===== src/rtl/myo_spi_mon_pkg.sv =====
// myo_spi_mon_pkg: shared sizes, FIFO entry, monitor states and event bits (MYO_SPI_MON_MISO_EN adds the miso field)
package myo_spi_mon_pkg;

    localparam int WORD_BITS    = 16;
    localparam int NUM_SLAVES   = 8;
    localparam int FIFO_DEPTH   = 16;
    localparam int SLV_W        = $clog2(NUM_SLAVES);
    localparam int CNT_W        = $clog2(FIFO_DEPTH) + 1;
    localparam int BCNT_W       = $clog2(WORD_BITS);
    localparam int NUM_EVENTS   = 28;
    localparam int EV_OVERFLOW  = 8;
    localparam int EV_PROTO_ERR = 9;

    typedef enum logic [1:0] {
        ST_IDLE,
        ST_SHIFT,
        ST_ABORT
    } mon_state_t;

    typedef struct packed {
        logic [WORD_BITS-1:0] mosi;
`ifdef MYO_SPI_MON_MISO_EN
        logic [WORD_BITS-1:0] miso;
`endif
        logic [SLV_W-1:0]     slave;
        logic                 last;
    } mon_entry_t;

    // Index of the set bit in a one-hot select vector
    function automatic logic [SLV_W-1:0] onehot_idx(input logic [NUM_SLAVES-1:0] v);
        onehot_idx = '0;
        for (int i = 0; i < NUM_SLAVES; i++)
            if (v[i]) onehot_idx = SLV_W'(i);
    endfunction

endpackage


===== src/rtl/myo_spi_mon_fifo.sv =====
// myo_spi_mon_fifo: show-ahead synchronous FIFO; a push into a full FIFO is accepted only when a pop frees a slot that cycle
module myo_spi_mon_fifo #(
    parameter int DW    = 36,
    parameter int DEPTH = 16
) (
    input  logic                     clk,
    input  logic                     reset_n,
    input  logic                     push,
    input  logic [DW-1:0]            push_data,
    input  logic                     pop,
    output logic [DW-1:0]            rd_data,
    output logic                     rd_valid,
    output logic [$clog2(DEPTH):0]   count,
    output logic                     drop
);

    localparam int AW = $clog2(DEPTH);

    logic [DW-1:0] r_mem [DEPTH];
    logic [AW-1:0] r_wr, r_rd;
    logic [AW:0]   r_count;
    logic          w_pop, w_push, w_full;

    assign w_full   = r_count == (AW+1)'(DEPTH);
    assign w_pop    = pop && r_count != '0;
    assign w_push   = push && (!w_full || w_pop);
    assign drop     = push && !w_push;
    assign rd_valid = r_count != '0;
    assign rd_data  = rd_valid ? r_mem[r_rd] : '0;
    assign count    = r_count;

    // Pointer and occupancy bookkeeping
    always_ff @(posedge clk or negedge reset_n) begin
        if (!reset_n) begin
            r_wr    <= '0;
            r_rd    <= '0;
            r_count <= '0;
        end else begin
            if (w_push) r_wr <= r_wr + 1'b1;
            if (w_pop) r_rd <= r_rd + 1'b1;
            if (w_push && !w_pop) r_count <= r_count + 1'b1;
            else if (!w_push && w_pop) r_count <= r_count - 1'b1;
        end
    end

    // Storage array, written only on accepted pushes
    always_ff @(posedge clk) begin
        if (w_push) r_mem[r_wr] <= push_data;
    end

endmodule


===== src/rtl/myo_spi_monitor.sv =====
// myo_spi_monitor: passive myocontrol SPI sniffer feeding a debug FIFO and STM event pulses; define MYO_SPI_MON_MISO_EN to capture miso
module myo_spi_monitor
    import myo_spi_mon_pkg::*;
(
    input  logic                  clk,
    input  logic                  reset_n,
    input  logic                  spi_sck,
    input  logic                  spi_mosi,
    input  logic                  spi_miso,
    input  logic [NUM_SLAVES-1:0] spi_ss_n,
    input  logic                  rd_en,
    output logic                  rd_valid,
    output logic [WORD_BITS-1:0]  rd_mosi,
    output logic [WORD_BITS-1:0]  rd_miso,
    output logic [SLV_W-1:0]      rd_slave,
    output logic                  rd_last,
    output logic [CNT_W-1:0]      fifo_count,
    output logic                  overflow,
    output logic                  proto_err,
    input  logic                  clear_flags,
    output logic [NUM_EVENTS-1:0] stm_hwevents
);

    logic [2:0]            r_sck_s;
    logic [1:0]            r_mosi_s;
    logic [NUM_SLAVES-1:0] r_ss_s0, r_ss_s1;
    mon_state_t            r_state;
    logic [SLV_W-1:0]      r_slave, r_push_slave;
    logic [BCNT_W-1:0]     r_bcnt;
    logic [WORD_BITS-1:0]  r_sh_mosi, r_stg_mosi, r_push_mosi;
    logic                  r_stg_valid, r_push, r_push_last;
    logic [NUM_EVENTS-1:0] r_ev;
    logic                  r_overflow, r_proto_err;
    logic [NUM_SLAVES-1:0] w_sel;
    logic [WORD_BITS-1:0]  w_mosi_word;
    logic                  w_sck_rise, w_none, w_multi, w_one, w_in_shift;
    logic                  w_end, w_shift, w_word_done, w_abort, w_drop;
    mon_entry_t            w_push_entry, w_head;

    // Bus synchronisers; selects come out of reset as "all low" so the monitor waits for an idle bus
    always_ff @(posedge clk or negedge reset_n) begin
        if (!reset_n) begin
            r_sck_s  <= '0;
            r_mosi_s <= '0;
            r_ss_s0  <= '0;
            r_ss_s1  <= '0;
        end else begin
            r_sck_s  <= {r_sck_s[1:0], spi_sck};
            r_mosi_s <= {r_mosi_s[0], spi_mosi};
            r_ss_s0  <= spi_ss_n;
            r_ss_s1  <= r_ss_s0;
        end
    end

    assign w_sck_rise  = r_sck_s[1] && !r_sck_s[2];
    assign w_sel       = ~r_ss_s1;
    assign w_none      = w_sel == '0;
    assign w_multi     = (w_sel & (w_sel - 1'b1)) != '0;
    assign w_one       = !w_none && !w_multi;
    assign w_in_shift  = r_state == ST_SHIFT;
    assign w_end       = w_in_shift && w_none;
    assign w_shift     = w_in_shift && w_one && w_sck_rise;
    assign w_word_done = w_shift && r_bcnt == BCNT_W'(WORD_BITS - 1);
    assign w_abort     = r_state != ST_ABORT && w_multi;
    assign w_mosi_word = {r_sh_mosi[WORD_BITS-2:0], r_mosi_s[1]};

`ifdef MYO_SPI_MON_MISO_EN
    logic [1:0]           r_miso_s;
    logic [WORD_BITS-1:0] r_sh_miso, r_stg_miso, r_push_miso, w_miso_word;

    assign w_miso_word = {r_sh_miso[WORD_BITS-2:0], r_miso_s[1]};

    // miso capture path, mirroring the mosi shift/stage/push timing
    always_ff @(posedge clk or negedge reset_n) begin
        if (!reset_n) begin
            r_miso_s    <= '0;
            r_sh_miso   <= '0;
            r_stg_miso  <= '0;
            r_push_miso <= '0;
        end else begin
            r_miso_s <= {r_miso_s[0], spi_miso};
            if (w_shift) r_sh_miso <= w_miso_word;
            if (w_word_done) r_stg_miso <= w_miso_word;
            if (w_end || w_word_done) r_push_miso <= r_stg_miso;
        end
    end

    assign rd_miso = w_head.miso;
`else
    logic w_unused_miso;

    assign w_unused_miso = spi_miso;
    assign rd_miso       = '0;
`endif

    // Assemble the FIFO entry from the registered push fields
    always_comb begin
        w_push_entry       = '0;
        w_push_entry.mosi  = r_push_mosi;
        w_push_entry.slave = r_push_slave;
        w_push_entry.last  = r_push_last;
`ifdef MYO_SPI_MON_MISO_EN
        w_push_entry.miso  = r_push_miso;
`endif
    end

    // Frame FSM with deserialiser, staging register, push request, sticky flags and event pulses
    always_ff @(posedge clk or negedge reset_n) begin
        if (!reset_n) begin
            r_state      <= ST_ABORT;
            r_slave      <= '0;
            r_bcnt       <= '0;
            r_sh_mosi    <= '0;
            r_stg_mosi   <= '0;
            r_stg_valid  <= 1'b0;
            r_push       <= 1'b0;
            r_push_mosi  <= '0;
            r_push_slave <= '0;
            r_push_last  <= 1'b0;
            r_ev         <= '0;
            r_overflow   <= 1'b0;
            r_proto_err  <= 1'b0;
        end else begin
            case (r_state)
                ST_IDLE: begin
                    if (w_multi) r_state <= ST_ABORT;
                    else if (w_one) begin
                        r_state <= ST_SHIFT;
                        r_slave <= onehot_idx(w_sel);
                        r_bcnt  <= '0;
                    end
                end
                ST_SHIFT: r_state <= w_multi ? ST_ABORT : w_none ? ST_IDLE : ST_SHIFT;
                default:  r_state <= w_none ? ST_IDLE : ST_ABORT;
            endcase
            if (w_shift) begin
                r_sh_mosi <= w_mosi_word;
                r_bcnt    <= r_bcnt + 1'b1;
            end
            if (w_word_done) r_stg_mosi <= w_mosi_word;
            r_stg_valid <= w_in_shift && w_one && (r_stg_valid || w_word_done);
            r_push      <= r_stg_valid && (w_end || w_word_done);
            if (w_end || w_word_done) begin
                r_push_mosi  <= r_stg_mosi;
                r_push_slave <= r_slave;
                r_push_last  <= w_end;
            end
            r_ev              <= '0;
            r_ev[EV_OVERFLOW] <= w_drop;
            if (w_end && r_stg_valid) r_ev[r_slave] <= 1'b1;
            if (w_abort || (w_end && r_bcnt != '0)) r_ev[EV_PROTO_ERR] <= 1'b1;
            r_overflow  <= w_drop || (r_overflow && !clear_flags);
            r_proto_err <= w_abort || (w_end && r_bcnt != '0) || (r_proto_err && !clear_flags);
        end
    end

    myo_spi_mon_fifo #(
        .DW    ($bits(mon_entry_t)),
        .DEPTH (FIFO_DEPTH)
    ) u_fifo (
        .clk       (clk),
        .reset_n   (reset_n),
        .push      (r_push),
        .push_data (w_push_entry),
        .pop       (rd_en),
        .rd_data   (w_head),
        .rd_valid  (rd_valid),
        .count     (fifo_count),
        .drop      (w_drop)
    );

    assign rd_mosi      = w_head.mosi;
    assign rd_slave     = w_head.slave;
    assign rd_last      = w_head.last;
    assign overflow     = r_overflow;
    assign proto_err    = r_proto_err;
    assign stm_hwevents = r_ev;

endmodule


===== config.mk =====
export PLATFORM = sky130hd
export DESIGN_NAME = myo_spi_monitor
export DESIGN_NICKNAME = d
export VERILOG_FILES = /design/src/rtl/myo_spi_mon_pkg.sv /design/src/rtl/myo_spi_mon_fifo.sv /design/src/rtl/myo_spi_monitor.sv
export SDC_FILE = /design/constraint.sdc
export NUM_CORES = 1
export LEC_CHECK = 0
export CORE_ASPECT_RATIO = 1.1
export CORE_UTILIZATION = 62
export CTS_BUF_LIST = sky130_fd_sc_hd__clkbuf_4 sky130_fd_sc_hd__clkbuf_8
export DETAILED_ROUTE_END_ITERATION = 6
export PLACE_DENSITY = 0.82
export SKIP_LAST_GASP = 1
export SYNTH_ARGS = -nofsm -noshare
export SYNTH_HDL_FRONTEND = slang
export SYNTH_SLANG_ARGS = --single-unit

===== constraint.sdc =====
create_clock -name clk -period 7.33 [get_ports clk]
set_input_delay 1.0995 -clock clk [delete_from_list [all_inputs] [get_ports clk]]
set_output_delay 1.0995 -clock clk [all_outputs]
set_load 0.03 [all_outputs]

After elaboration in Yosys (flattened, before gate mapping):

Memory sizes are Yosys's and may differ from the RTL's.
Index checks and enable logic that the tools add are counted.

* memories kept: 1
* output and inout bits: 72
* RAM bits: 320
* word-level logic and storage cells: 107
* input bits: 15
* bits in registers: 126

Memories
* u_fifo.r_mem: words 16, bits a word 20, read ports 1, clocked after Yosys merged registers in 0, wr ports 1, line myo_spi_mon_fifo.sv:19 `logic [DW-1:0] r_mem [DEPTH];`

* equal/unequal tests: 6
* order comparisons: 2
* bitwise logic cells: 4
* reductions and logical operators: 42
* add/subtract/negate cells: 6
* mux-type cells: 26

Operators by type and width (number)
* $mux W20: 1
* $logic_and A1 B1 Y1: 19
* $mux W3: 6
* $mux W4: 4
* $add A4 B1 Y4 const B: 3
* $mux W5: 2
* $mux W9: 1
* $or A9 B8 Y9: 1
* $and A8 B8 Y8: 1
* $logic_not A8 Y1: 1
* $mux W2: 4
* $not A8 Y8: 1
* $reduce_bool A8 Y1: 1
* $sub A8 B1 Y8 const B: 1
* $logic_not A1 Y1: 7
* $logic_or A1 B1 Y1: 6
* $lt A3 B6 Y1 const B: 1
* $mux W1: 6
* $reduce_and A3 Y1: 2
* $reduce_bool A2 Y1: 3
* $add A5 B1 Y5 const B: 1
* $eq A5 B5 Y1 const B: 1
* $reduce_bool A5 Y1: 1
* $sub A5 B1 Y5 const B: 1
* other kinds (11): 11

Depth between registers and ports, before layout:

Gate-level depths: netlist (run 1).

* word-level depth: 11
* gate-level depth with buffers: 12
* gate-level depth less buffers: 12

Cells and area by module:

Synthesis (run 1) repeated with hierarchy kept, for this count alone.

* cells, all modules: 859
* area total of the unflattened synthesis: 16907.5 um^2

Modules (own cells, without submodules)
* myo_spi_mon_fifo: area an instance 13090.1 um^2, cells each 587, times used 1, sequential area each 9934.5 um^2
* myo_spi_monitor: area an instance 3817.4 um^2, cells each 272, times used 1, sequential area each 2378.5 um^2

Worst setup path after synthesis (run 1):

No wires, ideal clock.

* path kind: input port to flip-flop
* start point: input port rd_en
* end point: memory u_fifo.r_mem[5][0] (netlist name), enable pin
* stages: 5
* slack: 3.798 ns
* path buffers: 0
* required time: 6.903 ns
* library setup time: 0.427 ns
* arrival: 3.105 ns
* cells stage by stage: nand3b_1 -> nand2_1 -> clkinv_1 -> nand2_1 -> nor3b_1

* longest elaborated chain between the ends: 5

RTL lines
* from (decl): line myo_spi_monitor.sv:11 `input logic rd_en,`
* $logic_and A1 B1 Y1: line myo_spi_mon_fifo.sv:25 `assign w_pop = pop && r_count != '0;`
* $logic_or A1 B1 Y1: line myo_spi_mon_fifo.sv:26 `assign w_push = push && (!w_full || w_pop);`
* $logic_and A1 B1 Y1: line myo_spi_mon_fifo.sv:26
* via u_fifo.w_push: line myo_spi_mon_fifo.sv:22 `logic w_pop, w_push, w_full;`
* $mux W1: line myo_spi_mon_fifo.sv:48 `if (w_push) r_mem[r_wr] <= push_data;`
* $mux W1 (implied by the code): line myo_spi_mon_fifo.sv:48
* to (decl): line myo_spi_mon_fifo.sv:19

The timed path passes the listed nets, and every way through them passes these cells.

Final worst setup path (run 1):

* start point: register u_fifo.r_rd[0]
* end point: output port rd_mosi[9]

* longest elaborated chain between the ends: 2

RTL lines
* from (decl): line myo_spi_mon_fifo.sv:20 `logic [AW-1:0] r_wr, r_rd;`
* from (signal assigned): line myo_spi_mon_fifo.sv:40 `if (w_pop) r_rd <= r_rd + 1'b1;`
* $mem_v2 Z16 W20
* $mux W20: line myo_spi_mon_fifo.sv:29 `assign rd_data = rd_valid ? r_mem[r_rd] : '0;`
* to (decl): line myo_spi_monitor.sv:13 `output logic [WORD_BITS-1:0] rd_mosi,`

No other way between the ends.

==> impl_metrics.csv, run 1 <==
group,metric,value,unit
sta,rsz0062_at_grt,"no",
logic_synthesis,yosysTopAreaCell,"edfxtp_1",
sta,skew,24.4,ps
logic_synthesis,synth_common_cells,"edfxtp_1, dfrtp_1, mux4_2, buf_4, mux2_2",
grt,grt_max_degree,59,
worst_setup_path,slowest_delay,970,ps
status,status,"complete, no violations",
sta,tns,0,ps
clock_tree,cts_tree,"yes",
grt,antenna_found_initial,0,
clock_tree,post_cts_resize_count,0,
worst_setup_path,cp-start-kind,"flip-flop",
floorplanning,fp.coreArea,26900,sq um
clock_tree,root_buffer,"clkbuf_8",
finish,fillers,1560,
clock_tree,ctsHoldBuffers,0,
logic_synthesis,synth.most_common_cell,"edfxtp_1",
finish,syn2layout_area_growth,13.0,%
pwr,total_power,4.58,mW
floorplanning,rows,63,
sta,finalSetupViolCount,0,
clock_tree,cts_buffers,60,
floorplanning,die_w,160,um
placement,place_hpwl,18300,um
finish,layout-drive-gt1-share,29.2,%
sta,fin_crit_sh,69.1,%
logic_synthesis,avgSynthCellArea,20.1,sq um
worst_setup_path,rrSetupSlack,4080,ps
floorplanning,design.die.area,28000,sq um
sta,period_needed,5060,ps
drt,wire_per_inst,23.8,um
clock_tree,clk_pin_slew,60,ps
clock_tree,cts_max_level,2,
pwr,leakage,7.35,nW
drt,ant_nets,0,
finish,regArea,12300,sq um
drt,drc,0,
worst_setup_path,path_max_fanout,44,
worst_setup_path,critPathMostFrequentCell,"mux4_2",
placement,portBuffers,51,
drt,dr_total_vias,8121,
sta,fmax,197,MHz
drt,drtPass1Iterations,5,
logic_synthesis,ys_types,61,
sta,maxSlewHeadroom,32.0,%
drt,wl,32200,um
worst_setup_path,crit_type,"reg -> out",
logic_synthesis,syn-instance-count,845,
worst_setup_path,path_buf_inv,2,
sta,finalHoldViolCount,0,
pwr,p_per_area,239,nW/um^2
finish,finalNetCount,973,
clock_tree,cts_setup_buffers,0,
grt,grt_pass1_wl,49300,um
drt,drt_iter0_drc,664,
hold_path,hold_class,"reg -> reg",
worst_setup_path,cp.required,6230,ps
floorplanning,initial_core_util,63.0,%
logic_synthesis,yosysTopAreaCellShare,56.7,%
logic_synthesis,synth-async-reset-ratio,25.2,%
worst_setup_path,critPathCaptureType,"output port",
floorplanning,die_y,175,um
logic_synthesis,synth_area,16900,sq um
placement,routabilityCongestion,0.772,
clock_tree,cts_sinks,428,
worst_setup_path,arrival,3970,ps
logic_synthesis,yosysSeqAreaShare,72.7,%
logic_synthesis,synth_edf_count,320,
drt,viasPerCell,6.00,
logic_synthesis,synth_seq_cells,428,
clock_tree,insertion_delay,600,ps
worst_setup_path,slowest_stage,"dfrtp_4",
grt,track_usage,24.0,%
grt,grt_pass1_vias,8365,
finish,multi_input_area,4310,sq um
finish,n_antenna_cell,0,
worst_setup_path,crit_chain,"buf_4, mux4_2, mux4_2, and2_1, clkdlybuf4s50_1",
logic_synthesis,synth.area.top_cells,"edfxtp_1, dfrtp_1, mux4_2",
job,maxCapViolCount,0,
logic_synthesis,synth_flop_cell,"edfxtp_1",
clock_tree,clockBufferDepth,3,
pwr,peakVddDrop,0.000151,V
grt,overflow,0,
sta,slew_violations,0,
logic_synthesis,yosysWarningCount,0,
sta,tightest_slew,1020,ps
floorplanning,num_io_pins,87,
worst_setup_path,cp_top_family,"buffers and inverters",
-- registers in the layout, indices dropped and copies added (netlist names), 4 cells and up --
signal and cells:
r_ss_s0 8, stm_hwevents 10, r_stg_mosi 16, r_bcnt 4, r_ss_s1 8, u_fifo.count 5
u_fifo.r_mem 320, r_sh_mosi 15, r_push_mosi 16, u_fifo.r_rd 4, u_fifo.r_wr 4
-- layout by cell type, fill, tap and decap left out, types with 3 or more instances in the layout --
cell             count
nor2b_1              4
xor2_1               4
clkbuf_8            79
nand4_1              4
o211ai_1             9
maj3_1               3
buf_4               24
and2_1              30
nor2_1              13
nor3b_2              4
nand3_1              8
mux2_1              18
clkdlybuf4s50_1     50
and3_1              11
dfrtp_1            105
edfxtp_1           320
mux2_2              36
clkinv_2             3
xnor2_1              6
inv_1               14
mux4_2             100
nand2b_1             6
nor3_1               4
o21ai_0             11
clkbuf_4            29
conb_1              34
a21oi_1              4
ha_1                11
nand2_1             14
-- kinds of logic (layout without fill, tap and decap cells) --
| kind of cell | after synthesis | after routing | share of synthesized area, % |
|---|---|---|---|
| DFF | 428 | 428 | 72.7 |
| and+or+nand+nor | 108 | 108 | 3.72 |
| xor gates and xnor gates | 10 | 10 | 0.517 |
| other | 1 | 34 | 0.0221 |
| adders and majority gates | 15 | 15 | 1.11 |
| buffers and inverters | 84 | 203 | 2.87 |
| AOI/OAI and AO/OA | 45 | 45 | 2.23 |
| muxes | 154 | 154 | 16.9 |
-- power by group --
| group | internal, mW | switching (mW) |
|---|---|---|
| clock | 1.11 | 0.833 |
| sequential | 2.58 | 0.00580 |
| combinational | 0.0111 | 0.0432 |
| total | 3.70 | 0.882 |
-- cell type report --
| class | count | area share [%] |
|---|---|---|
| sequential | 428 | 64.3 |
| multi-input combinational | 366 | 22.5 |
| clock buffer | 108 | 6.81 |
| timing repair buffer | 74 | 3.55 |
| tap | 357 | 2.33 |
| inverter | 16 | 0.314 |
| clock inverter | 5 | 0.144 |
-- worst paths after layout --
kind | startpoint | to | cells after the start
worst max-delay path | u_fifo.r_rd[0] | rd_mosi[9] | 5
worst min-delay path | r_ss_s0[6] | r_ss_s1[6] | 0
worst max register to register | u_fifo.count[1] | u_fifo.count[4] | 12
worst min register to register | r_ss_s0[6] | r_ss_s1[6] | 0
max in group asynchronous | reset_n | u_fifo.r_rd[0] | 2
min in group asynchronous | reset_n | u_fifo.count[2] | 1
-- layer usage --
layer	global-route usage [%]	part of all wire, %	up-vias
met5	0	0	-
met4	8.13	2.4	0
met3	4.04	6.3	57
met2	39.9	51	324
met1	32.7	40	4238
li1	-	-	3502
-- stage by stage --
stage | cell area, sq um | util [%] | cells | setup slack (ps) | hold slack (ps)
global placement | 17800 | 66.3 | 1241 | 2790 | 331
detailed placement | 17800 | 66.3 | 1241 | 2790 | 335
finish | 19200 | 71.2 | 1354 | 2270 | 347
CTS | 19200 | 71.2 | 1354 | 2150 | 349
global route | 19200 | 71.2 | 1354 | 2030 | 352
floorplan | 17100 | - | 878 | 3800 | 331
Note: power is estimated with default switching activity, not from simulation.
==> run 2: changes to the inputs <==
- clock period: 7.33 -> 4.9 ns (I/O delays scaled with it)
==> run 2 against run 1 <==
  * Clock power increased by 49%
  * Non-clock buffer count increased by 1
  * Global-route usage decreased by 0.61 points
  * Power increased by 49%
  * Largest power group unchanged
  * Clock skew increased by 6.5 ps
  * Largest cell class unchanged
==> impl_metrics.csv, run 2 (synthesis results as in run 1) <==
group,metric,value,unit
pwr,power.switching,1.31,mW
sta,finalSetupViolCount,0,
finish,fillers,1529,
worst_setup_path,cp.required,4160,ps
finish,layout-drive-gt1-share,29.0,%
sta,fmax,237,MHz
pwr,power_frac_seq,56.6,%
finish,n_antenna_cell,0,
placement,dpl_cell_area,17900,sq um
status,status,"complete, no violations",
job,maxCapViolCount,0,
worst_setup_path,critPathCaptureType,"output port",
finish,top_register,"u_fifo.r_mem",
sta,finalHoldViolCount,0,
clock_tree,cts_sinks,428,
worst_setup_path,arrival,3480,ps
sta,skew,30.9,ps
floorplanning,rows,63,
clock_tree,clockBufferDepth,3,
grt,grt_max_degree,62,
drt,dr_total_vias,8157,
drt,drc,0,
sta,tightest_slew,798,ps
pwr,p_per_area,357,nW/um^2
sta,period_needed,4220,ps
floorplanning,die_w,160,um
grt,antenna_found_initial,0,
sta,fin_crit_sh,86.1,%
pwr,clkPwrFrac,42.3,%
clock_tree,ctsHoldBuffers,0,
clock_tree,clk_pin_slew,70,ps
clock_tree,cts_buffers,59,
clock_tree,insertion_delay,600,ps
finish,final_cell_mix,"edfxtp_1, dfrtp_1, mux4_2",
drt,viasPerCell,6.03,
worst_setup_path,crit_type,"reg -> out",
finish,top_regs,"u_fifo.r_mem: 320 flops, r_push_mosi: 16 flops, r_stg_mosi: 16 flops",
floorplanning,initial_core_util,63.0,%
clock_tree,cts_tree,"yes",
finish,syn2layout_area_growth,13.2,%
sta,rsz0062_at_grt,"no",
worst_setup_path,r2r_cells,12,
drt,drtPass1Iterations,5,
floorplanning,design.die.area,28000,sq um
placement,place_hpwl,17700,um
sta,fin_hold_ws,228,ps
hold_path,hold_class,"in -> async",
drt,wire_per_inst,23.3,um
drt,drt_iter0_drc,653,
grt,overflow,0,
sta,maxSlewHeadroom,46.8,%
worst_setup_path,path_max_fanout,36,
pwr,p_int,5.53,mW
sta,tns,0,ps
drt,wl,31500,um
finish,final_area,19200,sq um
sta,slew_violations,0,
finish,utilization,71.3,%
grt,grt_pass1_vias,8297,
pwr,p_sw_share,19.2,%
grt,grt_pass1_wl,47900,um
finish,finalNetCount,973,
placement,routabilityCongestion,0.750,
grt,track_usage,23.4,%
finish,layout_commonest_cell,"edfxtp_1",
finish,largest_reg_flops,320,
clock_tree,post_cts_resize_count,0,
pwr,total_power,6.85,mW
clock_tree,root_buffer,"clkbuf_8",
pwr,leakage,7.35,nW
worst_setup_path,cp-start-kind,"flip-flop",
floorplanning,num_io_pins,87,
clock_tree,cts_max_level,2,
floorplanning,fp.coreArea,26900,sq um
floorplanning,die_y,175,um
clock_tree,cts_setup_buffers,0,
pwr,peakVddDrop,0.000233,V
drt,ant_nets,0,
pwr,p_comb_share,1.2,%
placement,portBuffers,51,
## run 2: cell count changes in the layout (fill, tap and decap cells not counted)
| cell | previous run | this run |
|---|---|---|
| clkbuf_8 | 79 | 76 |
| buf_4 | 24 | 22 |
| buf_12 | 0 | 3 |
| bufinv_16 | 0 | 1 |
| clkinv_1 | 2 | 3 |
| clkinv_8 | 0 | 1 |
| a41oi_4 | 1 | 0 |
| a41oi_2 | 0 | 1 |
| clkbuf_4 | 29 | 27 |
| inv_6 | 1 | 0 |
| clkinvlp_4 | 0 | 1 |
## run 2: final timing paths
check                                startpoint              end  slack, ps
worst min-delay path                    reset_n  u_fifo.count[2]        230
worst max-delay path             u_fifo.r_rd[0]      rd_mosi[14]        680
worst min register to register       r_ss_s0[7]       r_ss_s1[7]        350
worst max register to register  u_fifo.count[1]  u_fifo.count[4]       1680
max in group asynchronous               reset_n  u_fifo.count[4]       3590
min in group clk                     r_ss_s0[7]       r_ss_s1[7]        350
## run 2: layout make-up
class | count | area, sq um | area share (%)
clock buffers | 103 | 1250 | 6.51
well taps | 357 | 447 | 2.33
multi-input cells | 366 | 4300 | 22.4
inverters | 16 | 60.1 | 0.313
repair buffers | 75 | 726 | 3.78
flip-flops and latches | 428 | 12300 | 64.2
clock inverters | 8 | 76.3 | 0.398
## run 2: through the flow
stage,setup WS (ps),std cells
4_1_cts,601,1353
5_1_grt,517,1353
3_5_place_dp,1270,1242
2_1_floorplan,1730,878
6_report,680,1353
3_3_place_gp,1270,1242
## run 2: metal layers
metal | part of all wire (%) | global-route usage [%] | wire length, um | up-vias
li1 | - | - | - | 3499
met2 | 50 | 38.1 | 15800 | 289
met4 | 2.8 | 8.41 | 895 | 0
met1 | 42 | 32.0 | 13200 | 4295
met3 | 5.3 | 4.49 | 1660 | 74
met5 | 0 | 0 | 0 | -
## run 2: power by group through the flow
stage	clock (mW)	sequential, mW	combinational [mW]
CTS	2.94	3.87	0.0807
global route	3.08	3.87	0.0880
detailed placement	0	3.95	0.0807
floorplan	0	3.95	0.0715
finish	2.89	3.87	0.0796
global placement	0	3.95	0.0800
## run 2: worst max-delay path, cell delays in order, from the launching register on
cell and delay [ps]:
dfrtp_4 700, buf_12 340, mux4_2 560, mux4_2 500, and2_1 170, clkdlybuf4s50_1 580
==> run 3: changes to the inputs <==
- CORE_UTILIZATION: 62 -> 55
- PLACE_DENSITY: 0.82 -> 0.74
- RECOVER_POWER: default -> 50
- SKIP_LAST_GASP: 1 -> default
==> run 3 against run 2 <==
  * The run now ends with max-capacitance violations, max-slew violations left
  * Critical path depth is the same
  * Combinational power shrank 2%
  * Die area grew 13%
  * Clock skew shrank 9.2 ps
  * Via count shrank 0.82%
  * Flip-flop and latch count is the same
  * Setup slack lost 63 ps
  * Non-clock buffer count grew 1
  * Register-to-register slack gained 30 ps
  * Global-route usage shrank 1.9 points
  * Cell count grew 4.7%
  * Critical endpoint is now rd_slave[2]
  * Largest cell class unchanged
  * Highest routed layer unchanged
==> impl_metrics.csv, run 3 (synthesis results as in run 1) <==
group,metric,value,unit
sta,fmax,233,MHz
finish,layout-drive-gt1-share,28.4,%
placement,place_hpwl,17900,um
floorplanning,die_y,186,um
drt,wl,31900,um
sta,fin_crit_sh,87.4,%
clock_tree,post_cts_resize_count,0,
hold_path,hold_class,"in -> async",
floorplanning,design.die.area,31500,sq um
clock_tree,cts_tree,"yes",
floorplanning,initial_core_util,55.7,%
finish,n_antenna_cell,0,
finish,layout_commonest_cell,"edfxtp_1",
grt,grt_max_degree,78,
pwr,peakVddDrop,0.000203,V
worst_setup_path,cp.required,4160,ps
drt,drt_iter0_drc,614,
drt,viasPerCell,5.71,
drt,dr_total_vias,8090,
grt,grt_pass1_wl,48500,um
clock_tree,clockBufferDepth,3,
sta,finalSetupViolCount,0,
status,status,"finished with violations",
clock_tree,insertion_delay,570,ps
finish,largest_reg_flops,320,
sta,tightest_slew,2130,ps
grt,grt_pass1_vias,8300,
sta,period_needed,4280,ps
finish,top_regs,"u_fifo.r_mem: 320 flops, r_push_mosi: 16 flops, r_stg_mosi: 16 flops",
drt,drc,0,
floorplanning,fp.coreArea,30400,sq um
sta,slew_violations,41,
job,maxCapViolCount,1,
worst_setup_path,path_max_fanout,30,
sta,finalHoldViolCount,0,
finish,finalNetCount,981,
placement,portBuffers,51,
grt,overflow,0,
finish,fin_cells,1417,
clock_tree,cts_sinks,428,
drt,drtPass1Iterations,5,
floorplanning,rows,67,
clock_tree,cts_max_level,3,
floorplanning,die_w,169,um
finish,top_register,"u_fifo.r_mem",
floorplanning,num_io_pins,87,
grt,antenna_found_initial,0,
placement,routabilityCongestion,0.749,
finish,final_cell_mix,"edfxtp_1, dfrtp_1, mux4_2",
drt,ant_nets,0,
worst_setup_path,crit_type,"reg -> out",
pwr,leakage,7.33,nW
sta,maxSlewHeadroom,-41.8,%
placement,pre_cts_slack,1120,ps
worst_setup_path,critPathCaptureType,"output port",
grt,track_usage,21.4,%
worst_setup_path,cp-start-kind,"flip-flop",
drt,wire_per_inst,22.5,um
pwr,total_power,6.89,mW
clock_tree,clk_pin_slew,60,ps
placement,placed_cells,1300,
sta,skew,21.7,ps
sta,tns,0,ps
clock_tree,ctsHoldBuffers,0,
clock_tree,root_buffer,"clkbuf_8",
clock_tree,cts_setup_buffers,0,
worst_setup_path,arrival,3550,ps
sta,fin_ws,617,ps
status,violations,"max-capacitance violations, max-slew violations",
pwr,p_per_area,358,nW/um^2
finish,syn2layout_area_growth,13.6,%
sta,rsz0062_at_grt,"no",
clock_tree,cts_buffers,66,
run 3: layer usage:
layer | share of wire (%) | vias to the layer above | wire (um) | GRT usage (%)
met4 | 2.1 | 0 | 672 | 7.82
met5 | 0 | - | 0 | 0
li1 | - | 3523 | - | -
met1 | 42 | 4202 | 13400 | 29.5
met2 | 49 | 310 | 15500 | 34.4
met3 | 7.3 | 55 | 2340 | 4.51
run 3: final timing paths:
path / slack [ps] / to / cells past startpoint / start
max: 620 / rd_slave[2] / 5 / u_fifo.r_rd[0]
min: 280 / u_fifo.count[3] / 1 / reset_n
max reg2reg: 1710 / u_fifo.count[4] / 12 / u_fifo.count[1]
min reg2reg: 350 / r_ss_s1[6] / 0 / r_ss_s0[6]
max in group asynchronous: 2130 / r_push_mosi[2] / 2 / reset_n
min in group clk: 350 / r_ss_s1[6] / 0 / r_ss_s0[6]
run 3: report_power, final:
group	switching (mW)	internal, mW	leakage [nW]
Clock	1.28	1.65	0.688
Combinational	0.0635	0.0146	1.78
Sequential	0.00877	3.87	4.86
run 3: final cells by class:
cell class / count / area (sq um)
Sequential cell: 428 / 12300
Fill cell: 2042 / 11200
Multi-Input combinational cell: 366 / 4300
Clock buffer: 97 / 1180
Timing Repair Buffer: 76 / 729
Tap cell: 414 / 518
Clock inverter: 20 / 144
Inverter: 16 / 60.1
run 3: critical path, cell delays in order (launching register included):
cell and delay [ps]:
dfrtp_4 850, buf_12 300, mux4_2 530, mux4_2 530
and2_1 180, clkdlybuf4s50_1 580
run 3: stage by stage:
| step | hold slack, ps | utilization [%] | cell area (sq um) |
|---|---|---|---|
| floorplan | 331 | - | 17100 |
| detailed placement | 335 | 58.9 | 17900 |
| global placement | 332 | 58.9 | 17900 |
| finish | 283 | 63.3 | 19300 |
| global route | 350 | 63.3 | 19300 |
| CTS | 294 | 63.3 | 19300 |
